--- config.mk ---
export PLATFORM = sky130hd
export DESIGN_NAME = fetch_unit
export DESIGN_NICKNAME = d
export VERILOG_FILES = /design/src/rtl/fetch_unit.sv
export SDC_FILE = /design/constraint.sdc
export NUM_CORES = 1
export LEC_CHECK = 0
export CORE_MARGIN = 2
export CORE_UTILIZATION = 45
export CTS_CLUSTER_SIZE = 20
export DETAILED_ROUTE_END_ITERATION = 7
export GPL_TIMING_DRIVEN = 1
export HOLD_SLACK_MARGIN = 0.02
export PLACE_DENSITY = 0.8
export SLEW_MARGIN = 20
export SYNTH_ARGS = -nofsm -noshare
export SYNTH_HDL_FRONTEND = slang
export SYNTH_SLANG_ARGS = --single-unit
--- constraint.sdc ---
create_clock -name clk -period 3.3 [get_ports clk]
set_input_delay 0.33 -clock clk [delete_from_list [all_inputs] [get_ports clk]]
set_output_delay 0.33 -clock clk [all_outputs]
set_load 0.1 [all_outputs]
--- src/rtl/fetch_unit.sv ---
// fetch_unit -- in-order instruction fetch front end.
//
// Issues sequential word-aligned fetch requests to instruction memory,
// tags each outstanding request with its PC, and collects the in-order
// responses into a DEPTH-entry instruction FIFO presented to decode.
// A redirect reloads the fetch PC, flushes the FIFO and arranges for
// every response still in flight to be discarded on arrival.
//
// Parameters
//   RESET_PC  first fetch address after reset
//   DEPTH     FIFO entries and max requests in flight (2..8)
//
// Ports
//   clk, rst_n                      clock, async active-low reset
//   imem_req_valid/ready/addr       fetch request channel
//   imem_rsp_valid/data             in-order fetch response channel
//   redirect_valid/redirect_pc      taken branch/jump from execute
//   instr_valid/ready, instr,       FIFO head toward decode
//   instr_pc
//   fetch_misalign                  (only with FETCH_MISALIGN_CHECK_EN)
//                                   one-cycle pulse after a redirect
//                                   whose target had nonzero low bits
//
// Configuration macro: FETCH_MISALIGN_CHECK_EN
module fetch_unit #(
    parameter logic [31:0] RESET_PC = 32'h0000_0000,
    parameter int          DEPTH    = 2
) (
    input  logic        clk,
    input  logic        rst_n,
    output logic        imem_req_valid,
    input  logic        imem_req_ready,
    output logic [31:0] imem_req_addr,
    input  logic        imem_rsp_valid,
    input  logic [31:0] imem_rsp_data,
    input  logic        redirect_valid,
    input  logic [31:0] redirect_pc,
    output logic        instr_valid,
    input  logic        instr_ready,
    output logic [31:0] instr,
    output logic [31:0] instr_pc
`ifdef FETCH_MISALIGN_CHECK_EN
    ,
    output logic        fetch_misalign
`endif
);

    localparam int PW = (DEPTH > 1) ? $clog2(DEPTH) : 1;
    localparam int CW = $clog2(DEPTH + 1);
    localparam logic [CW-1:0] DEPTH_C = CW'(DEPTH);

    typedef struct packed {
        logic [31:0] pc;
        logic [31:0] data;
    } buf_entry_t;

    function automatic logic [PW-1:0] ptr_inc(input logic [PW-1:0] p);
        if (p == PW'(DEPTH - 1)) return '0;
        return p + PW'(1);
    endfunction

    // fetch PC (also the presented request address)
    logic [31:0]             pc_q, pc_d;
    // os counts every request in flight, stale ones included; drop is
    // the subset (always the oldest) that must be discarded on arrival
    logic [CW-1:0]           os_q, os_d;
    logic [CW-1:0]           drop_q, drop_d;
    // PC tags of live (non-dropped) requests, oldest at tag_rd
    logic [DEPTH-1:0][31:0]  tag_q, tag_d;
    logic [PW-1:0]           tag_wr_q, tag_wr_d;
    logic [PW-1:0]           tag_rd_q, tag_rd_d;
    // instruction FIFO
    buf_entry_t [DEPTH-1:0]  buf_q, buf_d;
    logic [PW-1:0]           head_q, head_d;
    logic [PW-1:0]           tail_q, tail_d;
    logic [CW-1:0]           cnt_q, cnt_d;

    logic [CW-1:0]           occ;
    logic                    req_hs;
    logic                    rsp_keep;
    logic                    pop;

    // Counting in-flight requests together with buffered ones guarantees
    // every response has a FIFO slot, so a push never meets a full FIFO.
    // Since occ can only rise through a handshake, a pending request
    // cannot be withdrawn except by a redirect.
    assign occ            = os_q + cnt_q;
    assign imem_req_valid = rst_n && !redirect_valid && (occ < DEPTH_C);
    assign imem_req_addr  = pc_q;
    assign instr_valid    = (cnt_q != '0);
    assign instr          = instr_valid ? buf_q[head_q].data : '0;
    assign instr_pc       = instr_valid ? buf_q[head_q].pc   : '0;

    always_comb begin
        req_hs   = imem_req_valid && imem_req_ready;
        // in a redirect cycle every in-flight request is already stale
        rsp_keep = imem_rsp_valid && !redirect_valid && (drop_q == '0);
        pop      = instr_valid && instr_ready && !redirect_valid;

        pc_d     = pc_q;
        os_d     = os_q + CW'(req_hs) - CW'(imem_rsp_valid);
        drop_d   = drop_q;
        tag_d    = tag_q;
        tag_wr_d = tag_wr_q;
        tag_rd_d = tag_rd_q;
        buf_d    = buf_q;
        head_d   = head_q;
        tail_d   = tail_q;
        cnt_d    = cnt_q + CW'(rsp_keep) - CW'(pop);

        if (req_hs) begin
            pc_d            = pc_q + 32'd4;
            tag_d[tag_wr_q] = pc_q;
            tag_wr_d        = ptr_inc(tag_wr_q);
        end

        if (rsp_keep) begin
            buf_d[tail_q].pc   = tag_q[tag_rd_q];
            buf_d[tail_q].data = imem_rsp_data;
            tail_d             = ptr_inc(tail_q);
            tag_rd_d           = ptr_inc(tag_rd_q);
        end else if (imem_rsp_valid && !redirect_valid) begin
            drop_d = drop_q - CW'(1);
        end

        if (pop) head_d = ptr_inc(head_q);

        if (redirect_valid) begin
            pc_d     = {redirect_pc[31:2], 2'b00};
            // everything in flight becomes stale; a response arriving
            // right now is consumed by this same cycle
            drop_d   = os_q - CW'(imem_rsp_valid);
            tag_wr_d = '0;
            tag_rd_d = '0;
            head_d   = '0;
            tail_d   = '0;
            cnt_d    = '0;
        end
    end

    always_ff @(posedge clk or negedge rst_n) begin
        if (!rst_n) begin
            pc_q     <= RESET_PC;
            os_q     <= '0;
            drop_q   <= '0;
            tag_q    <= '0;
            tag_wr_q <= '0;
            tag_rd_q <= '0;
            buf_q    <= '0;
            head_q   <= '0;
            tail_q   <= '0;
            cnt_q    <= '0;
        end else begin
            pc_q     <= pc_d;
            os_q     <= os_d;
            drop_q   <= drop_d;
            tag_q    <= tag_d;
            tag_wr_q <= tag_wr_d;
            tag_rd_q <= tag_rd_d;
            buf_q    <= buf_d;
            head_q   <= head_d;
            tail_q   <= tail_d;
            cnt_q    <= cnt_d;
        end
    end

`ifdef FETCH_MISALIGN_CHECK_EN
    logic fetch_misalign_q, fetch_misalign_d;

    always_comb begin
        fetch_misalign_d = redirect_valid && (redirect_pc[1:0] != 2'b00);
    end

    always_ff @(posedge clk or negedge rst_n) begin
        if (!rst_n) fetch_misalign_q <= 1'b0;
        else        fetch_misalign_q <= fetch_misalign_d;
    end

    assign fetch_misalign = fetch_misalign_q;
`else
    // low target bits are dropped silently in this build
    logic misalign_unused;
    assign misalign_unused = |redirect_pc[1:0];
`endif

endmodule

# Yosys cells after proc, flatten, opt, wreduce, memory -nomap -nowiden
# Cells that the tools add are included.
[totals] out_inout_bits=98 reg_bits=234
[op_classes] muxes=45 eq_ne=1 n_reduce_logical=17 magnitude_cmp=7 add_sub_neg=12
[ops] op="128-bit bitwise mux" n=2
[ops] op="32-bit two-way mux" n=8
[ops] op="64-bit two-way mux" n=3
[ops] op="64-bit demux with 1-bit select" n=2
[ops] op="64-bit bitwise mux" n=1
[ops] op="32-bit by 3-bit adder with 32-bit output (second input constant)" n=1
[ops] op="32-bit demux with 1-bit select" n=1
[ops] op="1-bit two-way mux" n=24
[ops] op="2-bit nonzero test" n=5
[ops] op="1-bit logical AND" n=9
[ops] op="1-bit by 2-bit < comparator with 1-bit output (second input constant)" n=4
[ops] op="2-bit two-way mux" n=4
[ops] op="2-bit by 1-bit subtractor with 2-bit output" n=3
[ops] op="1-bit adder (second input constant)" n=4
[ops] op="2-bit by 1-bit adder with 2-bit output" n=2
[ops] op="2-bit adder" n=1
[ops] op="1-bit >= comparator (second input constant)" n=2
[ops] op="2-bit zero test" n=1
[ops] op="2-bit < comparator (second input constant)" n=1
[ops] op="2-bit inequality test (second input constant)" n=1
[ops] op="2-bit AND reduction" n=1
[ops] op="2-bit by 1-bit subtractor with 2-bit output (second input constant)" n=1
[ops] op="1-bit zero test" n=1

# Logic depth before layout (Yosys ltp)
# Gate-level depths: netlist of run 1.
[logic_depth] ltp_word=8 mapped_depth=11 mapped_depth_nobuf=9

# Least setup slack after synthesis of run 1
# OpenSTA, ideal clock, no wires.
[synth_timing] path_kind="reg2out" from="reg head_q" to="out instr[0]" t_required_ps=2970 arrival_ps=2475 path_slack_ps=495 path_stages_with_launch=5 path_buffers=2 cell_sequence="dfrtp_1 -> clkbuf_1 -> buf_1 -> mux2i_1 -> nor2_1"
[synth_via] elab_chain_len=3
[synth_lines] element="start: declaration" line_no="74" rtl="logic [PW-1:0] head_q, head_d;"
[synth_lines] element="start signal: assignment" line_no="150" rtl="head_q <= '0;"
[synth_lines] element="start signal: assignment" line_no="161" rtl="head_q <= head_d;"
[synth_lines] element="64-bit two-way mux (2 in series)"
[synth_lines] element="32-bit two-way mux" line_no="91" rtl="assign instr = instr_valid ? buf_q[head_q].data : '0;"
[synth_lines] element="end: declaration" line_no="40" rtl="output logic [31:0] instr,"
# No other way between the ends. The select of a mux whose other input is x is not followed.

# Worst setup path after layout of run 1
[layout_timing] from="in rst_n" to="out imem_req_valid"
[layout_via] elab_chain_len=2
[layout_lines] element="start: declaration" line_no="30" rtl="input logic rst_n,"
[layout_lines] element="1-bit logical AND (2 in series)" line_no="88" rtl="assign imem_req_valid = rst_n && !redirect_valid && (occ < DEPTH_C);"
[layout_lines] element="end: declaration" line_no="31" rtl="output logic imem_req_valid,"
# No other way between the ends.

==> out/qor.csv, run 1 <==
metric,value,unit
io_pins,168,
crit_chain,"dlygate4sd3_1, buf_8, buf_4, nand2_1, nor2_1, buf_4",
fin_hold_ws,301,ps
row_count,55,
layout_common_cells,"222 x dfrtp_1, 124 x mux2_2, 103 x nor2_1, 95 x mux2i_1, 92 x clkdlybuf4s50_1",
fin_util,57.2,%
dp_hpwl,15500,µm
relSlewSlack,31.2,%
required,2970,ps
cts_buffers,24,
hold_viol_final,0,
grt_overflow,0,
num_vias,7365,
numClockSinks,224,
post_synth.cell_area_avg,11.5,µm²
slew_viol_final,0,
drc,0,
crit_path_frequent_cell,buf_4,
core_area,0.0226,mm²
peakVddDrop,459,µV
drive_above_1_share,25.0,%
grt_max_degree,93,
endpoint_kind,output pin,
critPathMaxFanout,58,
cp_slowest_stage_delay,630,ps
synthArstFlopShare,100,%
finalSetupViolations,0,
syn_inst,897,
clk_latency,510,ps
cp.arrival,2720,ps
synth-seq-cells,224,
root_buffer,clkbuf_16,
rsz0062_at_grt,false,
antenna_cells,0,
start_util,45.8,%
tritoncts,done,
nFillCells,1930,
drtPass1Iterations,4,
p_per_area,945,mW/mm²
final.setup.tns,0,ps
final_nets,1115,
wire_per_inst,17.7,µm
final.period_utilization,92.5,%
area_delta_synth_final,25.0,%
synth_warnings,0,
drtIter0Drc,438,
crit_type,in2out,
hold_path_class,in2async,
grt_pass1_vias,7335,
via_per_inst,5.49,
grt_use_total,19.6,%
status,completed,
worstMarginPinSlew,1030,ps
maxCapViolations,0,
ant_nets,0,
fin_crit,3050,ps
synth_enable_flop_cells,0,
grt_pass1_wl,38300,µm
r2r-start,cnt_q[1]$_DFF_PN0_,
gp_congestion,0.822,
die_h,156,µm
synth_cell_type_count,49,
numPortBuffers,161,
layout_commonest_cell,dfrtp_1,
drt-total-wl,23800,µm
clk_pin_slew,60,ps
ctsHtreeMaxLevel,1,
yosysSeqAreaShare,54.3,%
p_leak,5.61,nW
r2r_end,tag_q[8]$_DFFE_PN0P_,
rrSetupSlack,840,ps
clockBufferDepth,3,
startpoint_type,primary input,
die_area,0.0242,mm²
antenna_found_initial,0,
synth_ff_type,dfrtp_1,
dieWidth,156,µm
fmax,328,MHz
fin_skew,16.8,ps
cp_slowest_cell,dlygate4sd3_1,
syn_area,0.0103,mm²
r2r_cells,7,
==> state kept, by name, summed over array words and instances, names as in the netlist <==
name	flops
tag_wr_q	1
tail_q	1
os_q	2
drop_q	2
tag_rd_q	1
cnt_q	2
tag_q	60
imem_req_addr	30
buf_q	124
head_q	1
==> synthesized netlist by cell type (3+ instances only) <==
library cell  number  share of area (%)
inv_1             10               0.36
o211ai_1           3               0.22
dfrtp_1          224                 54
nand2_1           56                2.0
nor2_1           105                3.8
mux2_2           124                 14
or4_1              3               0.22
clkbuf_1          34                1.2
or3_1              4               0.24
a21oi_1           33                1.6
nor4_1             6               0.36
nand3_1           22                1.1
xnor2_1           11               0.93
mux2i_1           95                9.2
a31oi_1            3               0.18
and2_1             4               0.24
nand4_1           14               0.85
and3_1             7               0.42
xor2_1             5               0.42
o21ai_0           39                1.9
buf_1              8               0.29
a22oi_1           11               0.80
a221o_1            5               0.48
buf_2             15               0.73
o311ai_0          14                1.2
ha_1               6               0.73
or2_2              3               0.18
o31ai_1            4               0.29
buf_4              4               0.29
==> metal layers <==
layer	track usage (%)	vias to the layer above	wire (µm)
met4	4.33	0	277
met1	26.8	3689	10700
met3	3.08	24	1210
met2	33.2	202	11600
li1	-	3450	-
met5	0	-	0
==> report_power, final <==
group          switching (mW)  internal (mW)  total, mW  leakage, nW
Clock                    1.07           1.78       2.85        0.422
Sequential              0.739           3.82       4.56         2.83
Combinational            3.13           1.67       4.80         2.36
==> how the worst max path moves through the flow <==
stage	from	to	slack [ps]	depth (start not counted)
2_1_floorplan	head_q$_DFFE_PN0P_	instr[0]	490	4
3_3_place_gp	imem_req_ready	tag_q[26]$_DFFE_PN0P_	820	7
3_5_place_dp	imem_req_ready	tag_q[8]$_DFFE_PN0P_	780	7
4_1_cts	rst_n	imem_req_valid	200	6
5_1_grt	rst_n	imem_req_valid	40	6
6_report	rst_n	imem_req_valid	250	6
==> critical path, delay by kind of cell <==
family                 cells  cell delay (ps)
buffers and inverters      4             1740
and+or+nand+nor            2              610
==> metrics by stage <==
| step | power (mW) | instance area [µm²] | std cells | worst slack [ps] |
|---|---|---|---|---|
| 6_report | 12.2 | 12900 | 1341 | 248 |
| 5_1_grt | 12.9 | 12900 | 1341 | 38.4 |
| 4_1_cts | 12.3 | 12900 | 1341 | 197 |
| 3_5_place_dp | 9.44 | 12000 | 1297 | 775 |
| 3_3_place_gp | 9.27 | 12000 | 1297 | 818 |
| 2_1_floorplan | 8.23 | 10300 | 900 | 495 |
==> area by class of cell <==
| class | instances | area (µm²) | area share [%] |
|---|---|---|---|
| multi-input combinational | 601 | 4430 | 34.3 |
| inverter | 11 | 41.3 | 0.320 |
| clock inverter | 7 | 118 | 0.911 |
| tap | 285 | 357 | 2.76 |
| timing repair buffer | 177 | 1620 | 12.5 |
| sequential | 224 | 5610 | 43.5 |
| clock buffer | 36 | 737 | 5.71 |
==> cell families (layout without fill, tap and decap cells) <==
kind of cell	count (synthesis)	count (layout)	share of synthesized area [%]
AO/OA/AOI/OAI	118	118	7.14
XOR/XNOR	17	17	1.51
adder cells (fa/ha/maj)	6	6	0.727
buffers and inverters	75	231	3.15
flip-flops	224	224	54.3
multiplexers	219	219	22.7
other	1	4	0.0363
AND/OR/NAND/NOR	237	237	10.5
==> what timing repair did <==
action / CTS / global route
hold buffers: 1 / 0
gates resized for setup: 0 / 0
endpoints found under the setup margin: 0 / 0
hold endpoints to repair: 11 / 0
setup buffers: 0 / 0
No activity file was read; power rests on OpenSTA's default activity.
==> run 2: changes to the inputs <==
--- a/config.mk
+++ b/config.mk
@@ -12,6 +12,7 @@
 export GPL_TIMING_DRIVEN = 1
 export HOLD_SLACK_MARGIN = 0.02
 export PLACE_DENSITY = 0.8
+export RECOVER_POWER = 50
 export SLEW_MARGIN = 20
 export SYNTH_ARGS = -nofsm -noshare
 export SYNTH_HDL_FRONTEND = slang
==> run 2 against run 1 <==
Net effect: critical endpoint unchanged; clock power is essentially flat; sequential cell count is the same; final cell count stayed put; via count increased by 0.53%; count of clock-buffer cells in the layout unchanged; power about the same; largest power group unchanged; highest routed layer unchanged; routed wire length barely moved; clock skew fell by 1.4 ps; non-clock buffer count unchanged; register-to-register slack worse by 350 ps; first-iteration DRC count unchanged; the flow now finishes with violations (capacitance limit, slew limit); critical path depth stayed put.
==> out/qor.csv, run 2 (same netlist as run 1, synthesis figures left out) <==
metric,value,unit
largest_reg_flops,124,
io_pins,168,
instances_no_fill,1341,
grt_max_degree,93,
fin_skew,15.5,ps
relSlewSlack,-35.9,%
endpoint_kind,output pin,
layout_setup_ws,260,ps
ant_nets,0,
core_area,0.0226,mm²
crit_type,in2out,
area_delta_synth_final,24.7,%
clk_pin_slew,60,ps
drive_above_1_share,24.9,%
numPortBuffers,161,
grt_overflow,0,
nFillCells,1936,
maxCapViolations,4,
antenna_cells,0,
multi_input_area,0.00443,mm²
r2r_end,buf_q[70]$_DFFE_PN0P_,
final.period_utilization,92.1,%
p_leak,5.60,nW
placed_cells,1297,
fin_crit,3040,ps
rsz0062_at_grt,false,
drc,0,
via_per_inst,5.52,
gp_congestion,0.822,
peakVddDrop,459,µV
clockBufferDepth,3,
post_cts_buffers,0,
grt_pass1_vias,7335,
startpoint_type,primary input,
row_count,55,
final.setup.tns,0,ps
hold_path_class,in2async,
layout_commonest_cell,dfrtp_1,
grt_use_total,19.6,%
r2r-start,drop_q[0]$_DFFE_PN0P_,
rrSetupSlack,490,ps
critPathMaxFanout,58,
root_buffer,clkbuf_16,
die_h,156,µm
p_per_area,947,mW/mm²
finalSetupViolations,0,
layout_common_cells,"223 x dfrtp_1, 124 x mux2_2, 103 x nor2_1, 95 x mux2i_1, 92 x clkdlybuf4s50_1",
num_vias,7404,
fmax,329,MHz
dp_hpwl,15500,µm
drtPass1Iterations,5,
cp.arrival,2710,ps
required,2970,ps
fin_hold_ws,306,ps
clk_latency,510,ps
seq_area,0.00561,mm²
final_nets,1115,
dieWidth,156,µm
worstMarginPinSlew,2040,ps
numClockSinks,224,
r2r_cells,5,
antenna_found_initial,0,
status,"complete, but fails checks",
wire_per_inst,17.7,µm
slew_viol_final,283,
cts_buffers,24,
violations,"capacitance limit, slew limit",
dp_worst_setup_slack,775,ps
grt_pass1_wl,38300,µm
tritoncts,done,
start_util,45.8,%
ctsHtreeMaxLevel,1,
drtIter0Drc,438,
regMostFlops,buf_q,
drt-total-wl,23700,µm
die_area,0.0242,mm²
hold_viol_final,0,
run 2: cell types whose count changed in the layout (fill, tap and decap cells not counted):
| cell | before | now |
|---|---|---|
| clkbuf_2 | 0 | 3 |
| dfrtp_1 | 222 | 223 |
| buf_6 | 1 | 0 |
| dfrtp_2 | 1 | 0 |
| buf_4 | 77 | 76 |
| buf_12 | 4 | 3 |
run 2: where the power goes:
group          switching (mW)  total (mW)  leakage (nW)  internal (mW)
logic                    3.13        4.80          2.35           1.67
clock network            1.07        2.85         0.422           1.78
registers               0.741        4.56          2.83           3.82
run 2: through the flow:
step / total power, mW / utilization [%] / cell area [µm²]
2_1_floorplan: 8.23 / - / 10300
3_3_place_gp: 9.27 / 53.4 / 12000
3_5_place_dp: 9.44 / 53.4 / 12000
4_1_cts: 12.3 / 57.2 / 12900
5_1_grt: 12.9 / 57.1 / 12900
6_report: 12.2 / 57.1 / 12900
run 2: layout make-up:
cell class                 instances  area share, %
timing repair buffer             177           12.4
inverter                          11          0.320
tap                              285           2.77
multi-input combinational        601           34.4
clock inverter                     7          0.913
sequential                       224           43.5
clock buffer                      36           5.72
run 2: worst max path at each step:
stage / end / from
after floorplan: instr[0] / head_q$_DFFE_PN0P_
after global routing: imem_req_valid / rst_n
after CTS: imem_req_valid / rst_n
final: imem_req_valid / rst_n
after global placement: tag_q[26]$_DFFE_PN0P_ / imem_req_ready
after detailed placement: tag_q[8]$_DFFE_PN0P_ / imem_req_ready
run 2: routing by layer:
layer / part of all wire (%) / vias up / global-route usage, %
met4: 1.4 / 0 / 4.33
met1: 44 / 3705 / 26.8
li1: - / 3456 / -
met5: 0 / - / 0
met2: 49 / 216 / 33.2
met3: 5.4 / 27 / 3.08
run 2: repair_timing:
item	in CTS	in global routing
resized for setup	0	0
hold endpoints to repair	11	0
hold buffers	1	0
run 2: worst max-delay path: stages:
cell           delay, ps
dlygate4sd3_1        630
buf_8                200
buf_4                590
nand2_1              360
nor2_1               240
buf_4                320
